===== config.mk =====
export PLATFORM = sky130hd
export DESIGN_NAME = abus_gen_flat
export DESIGN_NICKNAME = d
export VERILOG_FILES = /design/src/rtl/abus_if.sv /design/src/rtl/abus_gen.sv /design/src/flat_wrapper.sv
export SDC_FILE = /design/constraint.sdc
export NUM_CORES = 1
export LEC_CHECK = 0
export CAP_MARGIN = 10
export CORE_UTILIZATION = 49
export CTS_BUF_LIST = sky130_fd_sc_hd__clkbuf_8
export DETAILED_ROUTE_END_ITERATION = 6
export PLACE_DENSITY_LB_ADDON = 0.15
export SETUP_SLACK_MARGIN = 0.3
export SLEW_MARGIN = 20
export SYNTH_ARGS = -nofsm -noshare
export SYNTH_HDL_FRONTEND = slang
export SYNTH_SLANG_ARGS = --single-unit

===== constraint.sdc =====
create_clock -name clk -period 8.45 [get_ports clk]
set_input_delay 2.535 -clock clk [delete_from_list [all_inputs] [get_ports clk]]
set_output_delay 2.535 -clock clk [all_outputs]
set_load 0.1 [all_outputs]

===== src/rtl/abus_if.sv =====
// Address-bus interface between the microcode sequencer (master) and abus_gen (slave).
// Carries the operand/control strobes in and the generated addresses, PC and status out.
interface abus_if #(
  parameter int DW = 8
);
  localparam int AW = 2 * DW;

  logic [DW-1:0] DB;
  logic [DW-1:0] REG;
  logic          CI;
  logic [2:0]    op;
  logic [2:0]    hop;
  logic          fix_en;
  logic          ld_ahl;
  logic          ld_pc;
  logic          inc_pc;

  logic [AW-1:0] AB;
  logic [AW-1:0] ABR;
  logic [AW-1:0] PC;
  logic [DW-1:0] AHL;
  logic          stall;
  logic          pc_wrap;

  modport master (
    output DB, REG, CI, op, hop, fix_en, ld_ahl, ld_pc, inc_pc,
    input  AB, ABR, PC, AHL, stall, pc_wrap
  );

  modport slave (
    input  DB, REG, CI, op, hop, fix_en, ld_ahl, ld_pc, inc_pc,
    output AB, ABR, PC, AHL, stall, pc_wrap
  );
endinterface


===== src/rtl/abus_gen.sv =====
// Full-width address generator: low/high half adders, PC with wrap flag, one-cycle page-cross fixup.
// Optional macro ABUS_ZP_WRAP_EN: op=011 wraps within page 0 (ADH=0, no carry, no fixup).
module abus_gen #(
  parameter int              DW         = 8,
  parameter logic [DW-1:0]   STACK_PAGE = DW'(8'h01),
  parameter logic [2*DW-1:0] RST_ADDR   = (2*DW)'(16'hFFFC)
) (
  input logic  clk,
  input logic  rst_n,
  abus_if.slave bus
);
  localparam int AW = 2 * DW;

  typedef enum logic {
    IDLE = 1'b0,
    FIX  = 1'b1
  } state_t;

  state_t        state_reg;
  logic [AW-1:0] abr_reg;
  logic [AW-1:0] pc_reg;
  logic [DW-1:0] ahl_reg;
  logic          stall_reg;
  logic          pc_wrap_reg;

  logic [DW-1:0] abr_lo;
  logic [DW-1:0] abr_hi;
  logic [DW-1:0] lo_base;
  logic [DW-1:0] lo_off;
  logic [DW:0]   lo_sum;
  logic          col;
  logic [DW-1:0] adl;
  logic [DW-1:0] hbase;
  logic          c_hi;
  logic          fix_go;
  logic          zp_force;
  logic [DW-1:0] adh;
  logic [AW-1:0] ab_next;
  logic [AW:0]   pc_sum;

  assign abr_lo = abr_reg[DW-1:0];
  assign abr_hi = abr_reg[AW-1:DW];

  // Low half: base + offset + CI over DW+1 bits, carry-out becomes COL
  always_comb begin
    lo_base = '0;
    lo_off  = '0;
    case (bus.op)
      3'b000, 3'b100: lo_base = pc_reg[DW-1:0];
      3'b001, 3'b101: lo_off  = bus.REG;
      3'b010: begin
        lo_base = bus.DB;
        lo_off  = abr_lo;
      end
      3'b110: lo_off = abr_lo;
      3'b011: begin
        lo_base = bus.DB;
        lo_off  = bus.REG;
      end
      3'b111: begin
        lo_base = ahl_reg;
        lo_off  = bus.REG;
      end
      default: ;
    endcase
    lo_sum = {1'b0, lo_base} + {1'b0, lo_off} + {{DW{1'b0}}, bus.CI};
    col    = lo_sum[DW];
    adl    = lo_sum[DW-1:0];
  end

  always_comb begin
    hbase = pc_reg[AW-1:DW];
    case (bus.hop)
      3'b001:  hbase = STACK_PAGE;
      3'b010:  hbase = abr_hi;
      3'b011:  hbase = bus.DB;
      3'b100:  hbase = '0;
      default: hbase = pc_reg[AW-1:DW];
    endcase

    c_hi     = col;
    fix_go   = 1'b0;
    zp_force = 1'b0;
    if (bus.hop == 3'b001) begin
      c_hi = 1'b0;
    end
    // Deferred fixup: emit the un-carried page now, repair the high half next cycle
    if (state_reg == IDLE && bus.fix_en && bus.op[1:0] == 2'b11) begin
      c_hi   = 1'b0;
      fix_go = col;
    end
`ifdef ABUS_ZP_WRAP_EN
    if (bus.op == 3'b011) begin
      c_hi     = 1'b0;
      fix_go   = 1'b0;
      zp_force = 1'b1;
    end
`endif
    adh = zp_force ? '0 : (hbase + {{(DW-1){1'b0}}, c_hi});

    if (state_reg == FIX) begin
      ab_next = {abr_hi + DW'(1), abr_lo};
    end else begin
      ab_next = {adh, adl};
    end
  end

  assign pc_sum = {1'b0, abr_reg} + {{AW{1'b0}}, bus.inc_pc};

  always_ff @(posedge clk or negedge rst_n) begin
    if (!rst_n) begin
      state_reg   <= IDLE;
      abr_reg     <= RST_ADDR;
      pc_reg      <= '0;
      ahl_reg     <= '0;
      stall_reg   <= 1'b0;
      pc_wrap_reg <= 1'b0;
    end else begin
      abr_reg     <= ab_next;
      pc_wrap_reg <= 1'b0;
      if (bus.ld_ahl) begin
        ahl_reg <= bus.DB;
      end
      // Carry out of the AW-bit add is exactly the all-ones + increment case
      if (state_reg == IDLE && bus.ld_pc) begin
        pc_reg      <= pc_sum[AW-1:0];
        pc_wrap_reg <= pc_sum[AW];
      end
      case (state_reg)
        IDLE: begin
          if (fix_go) begin
            state_reg <= FIX;
            stall_reg <= 1'b1;
          end else begin
            stall_reg <= 1'b0;
          end
        end
        FIX: begin
          state_reg <= IDLE;
          stall_reg <= 1'b0;
        end
        default: begin
          state_reg <= IDLE;
          stall_reg <= 1'b0;
        end
      endcase
    end
  end

  assign bus.AB      = ab_next;
  assign bus.ABR     = abr_reg;
  assign bus.PC      = pc_reg;
  assign bus.AHL     = ahl_reg;
  assign bus.stall   = stall_reg;
  assign bus.pc_wrap = pc_wrap_reg;

endmodule


===== src/flat_wrapper.sv =====
// flat-port wrapper written by rule: the top's interface ports become plain ports
module abus_gen_flat 
#(
  parameter int              DW         = 8,
  parameter logic [DW-1:0]   STACK_PAGE = DW'(8'h01),
  parameter logic [2*DW-1:0] RST_ADDR   = (2*DW)'(16'hFFFC)
)
  (clk, rst_n, bus_DB, bus_REG, bus_CI, bus_op, bus_hop, bus_fix_en, bus_ld_ahl, bus_ld_pc, bus_inc_pc, bus_AB, bus_ABR, bus_PC, bus_AHL, bus_stall, bus_pc_wrap);
  abus_if #(.DW(DW)) bus_i ();
  input logic clk;
  input logic rst_n;
  input wire logic [$bits(bus_i.DB)-1:0] bus_DB;
  input wire logic [$bits(bus_i.REG)-1:0] bus_REG;
  input wire logic [$bits(bus_i.CI)-1:0] bus_CI;
  input wire logic [$bits(bus_i.op)-1:0] bus_op;
  input wire logic [$bits(bus_i.hop)-1:0] bus_hop;
  input wire logic [$bits(bus_i.fix_en)-1:0] bus_fix_en;
  input wire logic [$bits(bus_i.ld_ahl)-1:0] bus_ld_ahl;
  input wire logic [$bits(bus_i.ld_pc)-1:0] bus_ld_pc;
  input wire logic [$bits(bus_i.inc_pc)-1:0] bus_inc_pc;
  output wire logic [$bits(bus_i.AB)-1:0] bus_AB;
  output wire logic [$bits(bus_i.ABR)-1:0] bus_ABR;
  output wire logic [$bits(bus_i.PC)-1:0] bus_PC;
  output wire logic [$bits(bus_i.AHL)-1:0] bus_AHL;
  output wire logic [$bits(bus_i.stall)-1:0] bus_stall;
  output wire logic [$bits(bus_i.pc_wrap)-1:0] bus_pc_wrap;
  assign bus_i.DB = bus_DB;
  assign bus_i.REG = bus_REG;
  assign bus_i.CI = bus_CI;
  assign bus_i.op = bus_op;
  assign bus_i.hop = bus_hop;
  assign bus_i.fix_en = bus_fix_en;
  assign bus_i.ld_ahl = bus_ld_ahl;
  assign bus_i.ld_pc = bus_ld_pc;
  assign bus_i.inc_pc = bus_inc_pc;
  assign bus_AB = bus_i.AB;
  assign bus_ABR = bus_i.ABR;
  assign bus_PC = bus_i.PC;
  assign bus_AHL = bus_i.AHL;
  assign bus_stall = bus_i.stall;
  assign bus_pc_wrap = bus_i.pc_wrap;
  abus_gen #(.DW(DW), .STACK_PAGE(STACK_PAGE), .RST_ADDR(RST_ADDR)) u_core (.clk(clk), .rst_n(rst_n), .bus(bus_i));
endmodule

* After elaboration in Yosys (flattened, before gate mapping)
Cells that the tools add are included.
** Word-level totals
- Bits in registers :: 42
- Bits of input ports :: 29
- Output and inout bits :: 58
- Logic and storage cells :: 41
** Cells by class
- Add/sub/neg operators :: 5
- Eq/ne operators :: 12
- Multiplexer cells :: 10
- Bitwise gates (word level) :: 1
- Reductions and logical operators :: 8
** Operators by type and width (count)
- $pmux W8 S4 :: 1
- $pmux W8 S3 :: 1
- $add A16 B1 Y17 :: 1
- $mux W16 :: 1
- $pmux W8 S2 :: 1
- $eq A3 B3 Y1 const B :: 5
- $eq A3 B2 Y1 const B :: 4
- $add A8 B8 Y9 :: 1
- $add A9 B1 Y9 :: 1
- $add A8 B1 Y8 :: 1
- $add A8 B1 Y8 const B :: 1
- $eq A3 B1 Y1 const B :: 2
- $reduce_or A2 Y1 :: 3
- $mux W1 :: 5
- $reduce_or A4 Y1 :: 1
- $logic_and A1 B1 Y1 :: 3
- $logic_not A3 Y1 :: 1
- $eq A2 B2 Y1 const B :: 1
- $pmux W1 S2 :: 1
- $not A1 Y1 :: 1

* Depth between registers and ports, before layout
- Word-level depth :: 9
- Mapped depth :: 20
- Mapped depth without buffers :: 18

* Least setup slack after synthesis
Ideal clock, no wire load.
- Kind :: input to output
- From :: input bus_op[0]
- To :: output bus_AB[13]
- Arrival :: 7.728 ns
- Required time :: 5.915 ns
- Path slack :: -1.813 ns
- Stages on the path :: 19
- Path buffers :: 2
- Path through :: clkbuf_1 and2_1 clkbuf_1 nand2_1 o21ai_0 a22oi_1 fa_1 inv_1 fa_1 a21o_1 a21oi_1 o21bai_1 a21oi_1 o21a_1 nor3_1 ha_1 nand4b_4 o21a_1 o31ai_1
** On the way
- Longest elaborated chain between the ends :: 9
- Elaborated cells between the ends (all ways) :: 22
- Those cells by class :: 3 x add/sub; 8 x eq/ne; 5 x mux; 6 x reduce/logical
** RTL lines
- from (decl) :: RTL line flat_wrapper.sv:15 : input wire logic [$bits(bus_i.op)-1:0] bus_op;
- $eq A3 B1 Y1, or another cell as far along :: RTL line abus_gen.sv:48 : case (bus.op)
- $reduce_or A4 Y1 (no line), or another cell as far along
- $pmux W8 S2 / $pmux W8 S3 (equally long branches) :: RTL line abus_gen.sv:48
- $add A8 B8 Y9 :: RTL line abus_gen.sv:66 : lo_sum = {1'b0, lo_base} + {1'b0, lo_off} + {{DW{1'b0}}, bus.CI};
- $add A9 B1 Y9 :: RTL line abus_gen.sv:66
- $mux W1 :: RTL line abus_gen.sv:84 : if (bus.hop == 3'b001) begin
- $mux W1 * :: RTL line abus_gen.sv:88 : if (state_reg == IDLE && bus.fix_en && bus.op[1:0] == 2'b11) begin
- $add A8 B1 Y8 * :: RTL line abus_gen.sv:99 : adh = zp_force ? '0 : (hbase + {{(DW-1){1'b0}}, c_hi});
- $mux W16 * :: RTL line abus_gen.sv:101 : if (state_reg == FIX) begin
- to (decl) :: RTL line flat_wrapper.sv:21 : output wire logic [$bits(bus_i.AB)-1:0] bus_AB;
Every way passes the cells marked *; elsewhere a longest branch is shown, timed or not.

* Worst setup path after layout
- From :: input bus_op[2]
- To :: output bus_AB[13]
** On the way
- Longest elaborated chain between the ends :: 9
- Elaborated cells between the ends (all ways) :: 20
- Those cells by class :: 3 x add/sub; 7 x eq/ne; 5 x mux; 5 x reduce/logical
** RTL lines (RTL line)
- $eq A3 B1 Y1, or another cell as far along :: abus_gen.sv:48
- $reduce_or A4 Y1 (no line), or another cell as far along
- $pmux W8 S2 / $pmux W8 S3 (equally long branches) :: abus_gen.sv:48
- $add A8 B8 Y9 * :: abus_gen.sv:66
- $add A9 B1 Y9 * :: abus_gen.sv:66
- $mux W1 * :: abus_gen.sv:84
- $mux W1 * :: abus_gen.sv:88
- $add A8 B1 Y8 * :: abus_gen.sv:99
- $mux W16 * :: abus_gen.sv:101
Marked as above.

==> flow_summary.json <==
{
  "synthDistinctLibCells": 47,
  "avgViaCountPerCell": 5.76,
  "antenna_found_initial": 0,
  "peakVddDrop_mv": 0.303,
  "synthFlopType": "dfrtp_1",
  "first_global_vias": 2757,
  "synth-seq-area-share_pct": 36.3,
  "final_core_util_pct": 79.2,
  "synthAdderAreaFrac_pct": 6.47,
  "htree_levels": 2,
  "p_sw_uw": 952,
  "holdWs_ps": 534,
  "wl_per_cell_um": 17.9,
  "status": "complete, no violations",
  "io_pins": 87,
  "diodes": 0,
  "crit_arrival_ps": 5570,
  "die_h_um": 79.5,
  "path_clk_slew_ps": 80,
  "synth.net_count": 373,
  "endpoint_kind": "output pin",
  "reg2reg_to": "u_core.bus.ABR[13]",
  "setup_violations": 0,
  "vias": 2918,
  "finalCritPeriodShare_pct": 96.0,
  "antenna_left": 0,
  "power_density_nw_per_um2": 359,
  "drt_iter0_markers": 196,
  "clk_latency_ps": 300,
  "muxShareOfSynthArea_pct": 7.32,
  "portBuffers": 86,
  "gp_congestion": 0.903,
  "tightestPinTransition_ps": 978,
  "r2r_cells": 16,
  "overflow": 0,
  "cp_max_fo": 5,
  "hold_depth": 2,
  "coreArea_um2": 5640,
  "drive_gt1_share_pct": 29.2,
  "combinationalPowerShare_pct": 69.5,
  "final_hold_viol_count": 0,
  "required_ps": 5920,
  "swShare_pct": 59.4,
  "hold_path_end": "u_core.bus.PC[5]",
  "ys_ff_latch": 42,
  "drv_slew": 0,
  "grt_pass1_wl_um": 14000,
  "start_kind": "input port",
  "numCtsBuffers": 5,
  "dp_hpwl_um": 6450,
  "hp-class": "reg2reg",
  "wl_um": 9080,
  "rsz0062_at_grt": "true",
  "nets": 477,
  "reg2reg_from": "u_core.bus.AHL[0]",
  "syn_inst": 330,
  "slew_headroom_pct": 34.6,
  "grt_max_degree": 43,
  "die_w_um": 79.5,
  "yosys_warnings": 0,
  "dr.pass1.iters": 5,
  "period_needed_ps": 8110,
  "synthXorXnorAreaFrac_pct": 8.93,
  "clock_power_share_pct": 8.2,
  "tns_ps": 0,
  "synth_compound_area_share_pct": 16.3,
  "min-delay-start": "u_core.bus.PC[5]",
  "synth_area_um2": 2940,
  "cts_root_buffer": "clkbuf_8",
  "p_leak_uw": 0.00186,
  "route.detailed.drc": 0,
  "seqPwrFrac_pct": 22.2,
  "synth_top_family_by_area": "simple AND/OR/NAND/NOR gates",
  "track_usage_pct": 29.2,
  "clockBufferDepth": 2,
  "die_area_um2": 6320,
  "avgSynthCellArea_um2": 8.91,
  "path_class": "in2out",
  "cap_violations": 0,
  "rrSetupSlack_ps": 5350,
  "synth_simple_gate_area_share_pct": 19.8,
  "syn2layout_area_growth_pct": 51.9,
  "skew_ps": 6.08,
  "synth_edf_count": 0,
  "cts_tree": "yes",
  "row_count": 27,
  "synthArstFlopShare_pct": 100,
  "cts.sinks": 42,
  "p_int_uw": 651,
  "initial_core_util_pct": 52.1,
  "max_freq_mhz": 123,
  "fill_cells": 374
}
## cells in the final DEF, fill, tap and decap left out, types with 9 or more instances in the layout
| cell type | synthesis | routed |
|---|---|---|
| mux2_2 | 12 | 11 |
| nor2_1 | 14 | 11 |
| o21ai_1 | 10 | 9 |
| o21ai_0 | 32 | 26 |
| buf_12 | 0 | 15 |
| xnor2_1 | 19 | 18 |
| dfrtp_1 | 28 | 28 |
| buf_4 | 2 | 25 |
| dfstp_2 | 14 | 14 |
| inv_1 | 16 | 14 |
| xor2_1 | 11 | 10 |
| clkdlybuf4s50_1 | 0 | 61 |
| nand3_1 | 10 | 9 |
| ha_1 | 12 | 10 |
| nand2_1 | 60 | 59 |
## worst max-delay path, cell delays in order
cell,delay [ps]
buf_6,100
buf_6,120
o21ai_4,160
a22oi_2,90
fa_2,410
inv_2,60
fa_2,190
a21o_1,130
a21oi_2,60
o21bai_1,160
a21oi_2,80
o21a_1,210
nor3_2,160
ha_2,240
nand4b_4,140
o21a_1,250
o31ai_4,250
buf_12,210
## how the worst max path moves through the flow
stage	startpoint	endpoint	slack [ps]	cells after the start
3_3_place_gp	bus_op[0]	bus_AB[15]	-40	20
2_1_floorplan	bus_op[0]	bus_AB[13]	-80	19
3_5_place_dp	bus_op[0]	bus_AB[15]	-150	20
6_report	bus_op[2]	bus_AB[13]	340	18
4_1_cts	bus_DB[1]	bus_AB[13]	310	16
5_1_grt	bus_op[2]	bus_AB[12]	190	21
## repair_timing
item                                    CTS  global route
endpoints found under the setup margin    8             7
hold buffers                              0             0
setup buffers                             5             5
pin swaps                                16            19
gates resized for setup                  28            13
## cell type report
type / instances / area, um2 / share of cell area (%)
timing repair buffer: 115 / 1230 / 27.6
sequential: 42 / 1070 / 23.9
multi-input combinational: 254 / 1940 / 43.3
clock buffer: 5 / 68.8 / 1.54
inverter: 16 / 60.1 / 1.34
clock inverter: 3 / 13.8 / 0.308
tap: 72 / 90.1 / 2.02
## stage by stage
stage | total power (uW) | cells | area, um2 | setup slack [ps]
2_1_floorplan | 1150 | 330 | 3130 | -77.1
3_3_place_gp | 1450 | 489 | 4250 | -42.1
3_5_place_dp | 1460 | 489 | 4250 | -146
4_1_cts | 1600 | 502 | 4390 | 308
5_1_grt | 1660 | 507 | 4470 | 186
6_report | 1600 | 507 | 4470 | 341
## cells by family after synthesis
kind of cell             after synthesis
buffers and inverters                 34
XOR/XNOR                              30
adder cells (fa/ha/maj)               14
AO/OA/AOI/OAI                         75
multiplexers                          20
AND/OR/NAND/NOR                      115
flip-flops                            42
## power by group through the flow
| stage | Combinational [uW] | Sequential (uW) | Clock (uW) |
|---|---|---|---|
| global route | 1150 | 366 | 141 |
| finish | 1110 | 357 | 132 |
| detailed placement | 1100 | 358 | 0 |
| global placement | 1100 | 358 | 0 |
| floorplan | 408 | 739 | 0 |
| CTS | 1110 | 354 | 133 |
## cells in the mapped netlist (4+ instances only)
cell      instances  share of area [%]
nand2_1          60                7.7
a21oi_1           7                1.2
ha_1             12                5.1
clkbuf_1         14                1.8
nand3_1          10                1.7
o21ai_1          10                1.7
nor2_1           14                1.8
mux2_2           12                4.6
and3_1            4               0.85
xor2_1           11                3.3
dfrtp_1          28                 24
dfstp_2          14                 13
o21a_1            5                1.3
o21ai_0          32                5.4
mux2i_1           8                2.7
inv_1            16                2.0
a22o_1            7                2.1
xnor2_1          19                5.7
or4b_1            5                1.7
## layer usage
| layer | up-vias | share of wire, % | track usage [%] |
|---|---|---|---|
| met5 | - | 0 | 0 |
| met4 | 0 | 1.5 | 8.36 |
| met3 | 16 | 7.6 | 3.89 |
| met2 | 140 | 47 | 45.1 |
| met1 | 1410 | 44 | 42.3 |
| li1 | 1352 | - | - |
Note: power is estimated with default switching activity, not from simulation.
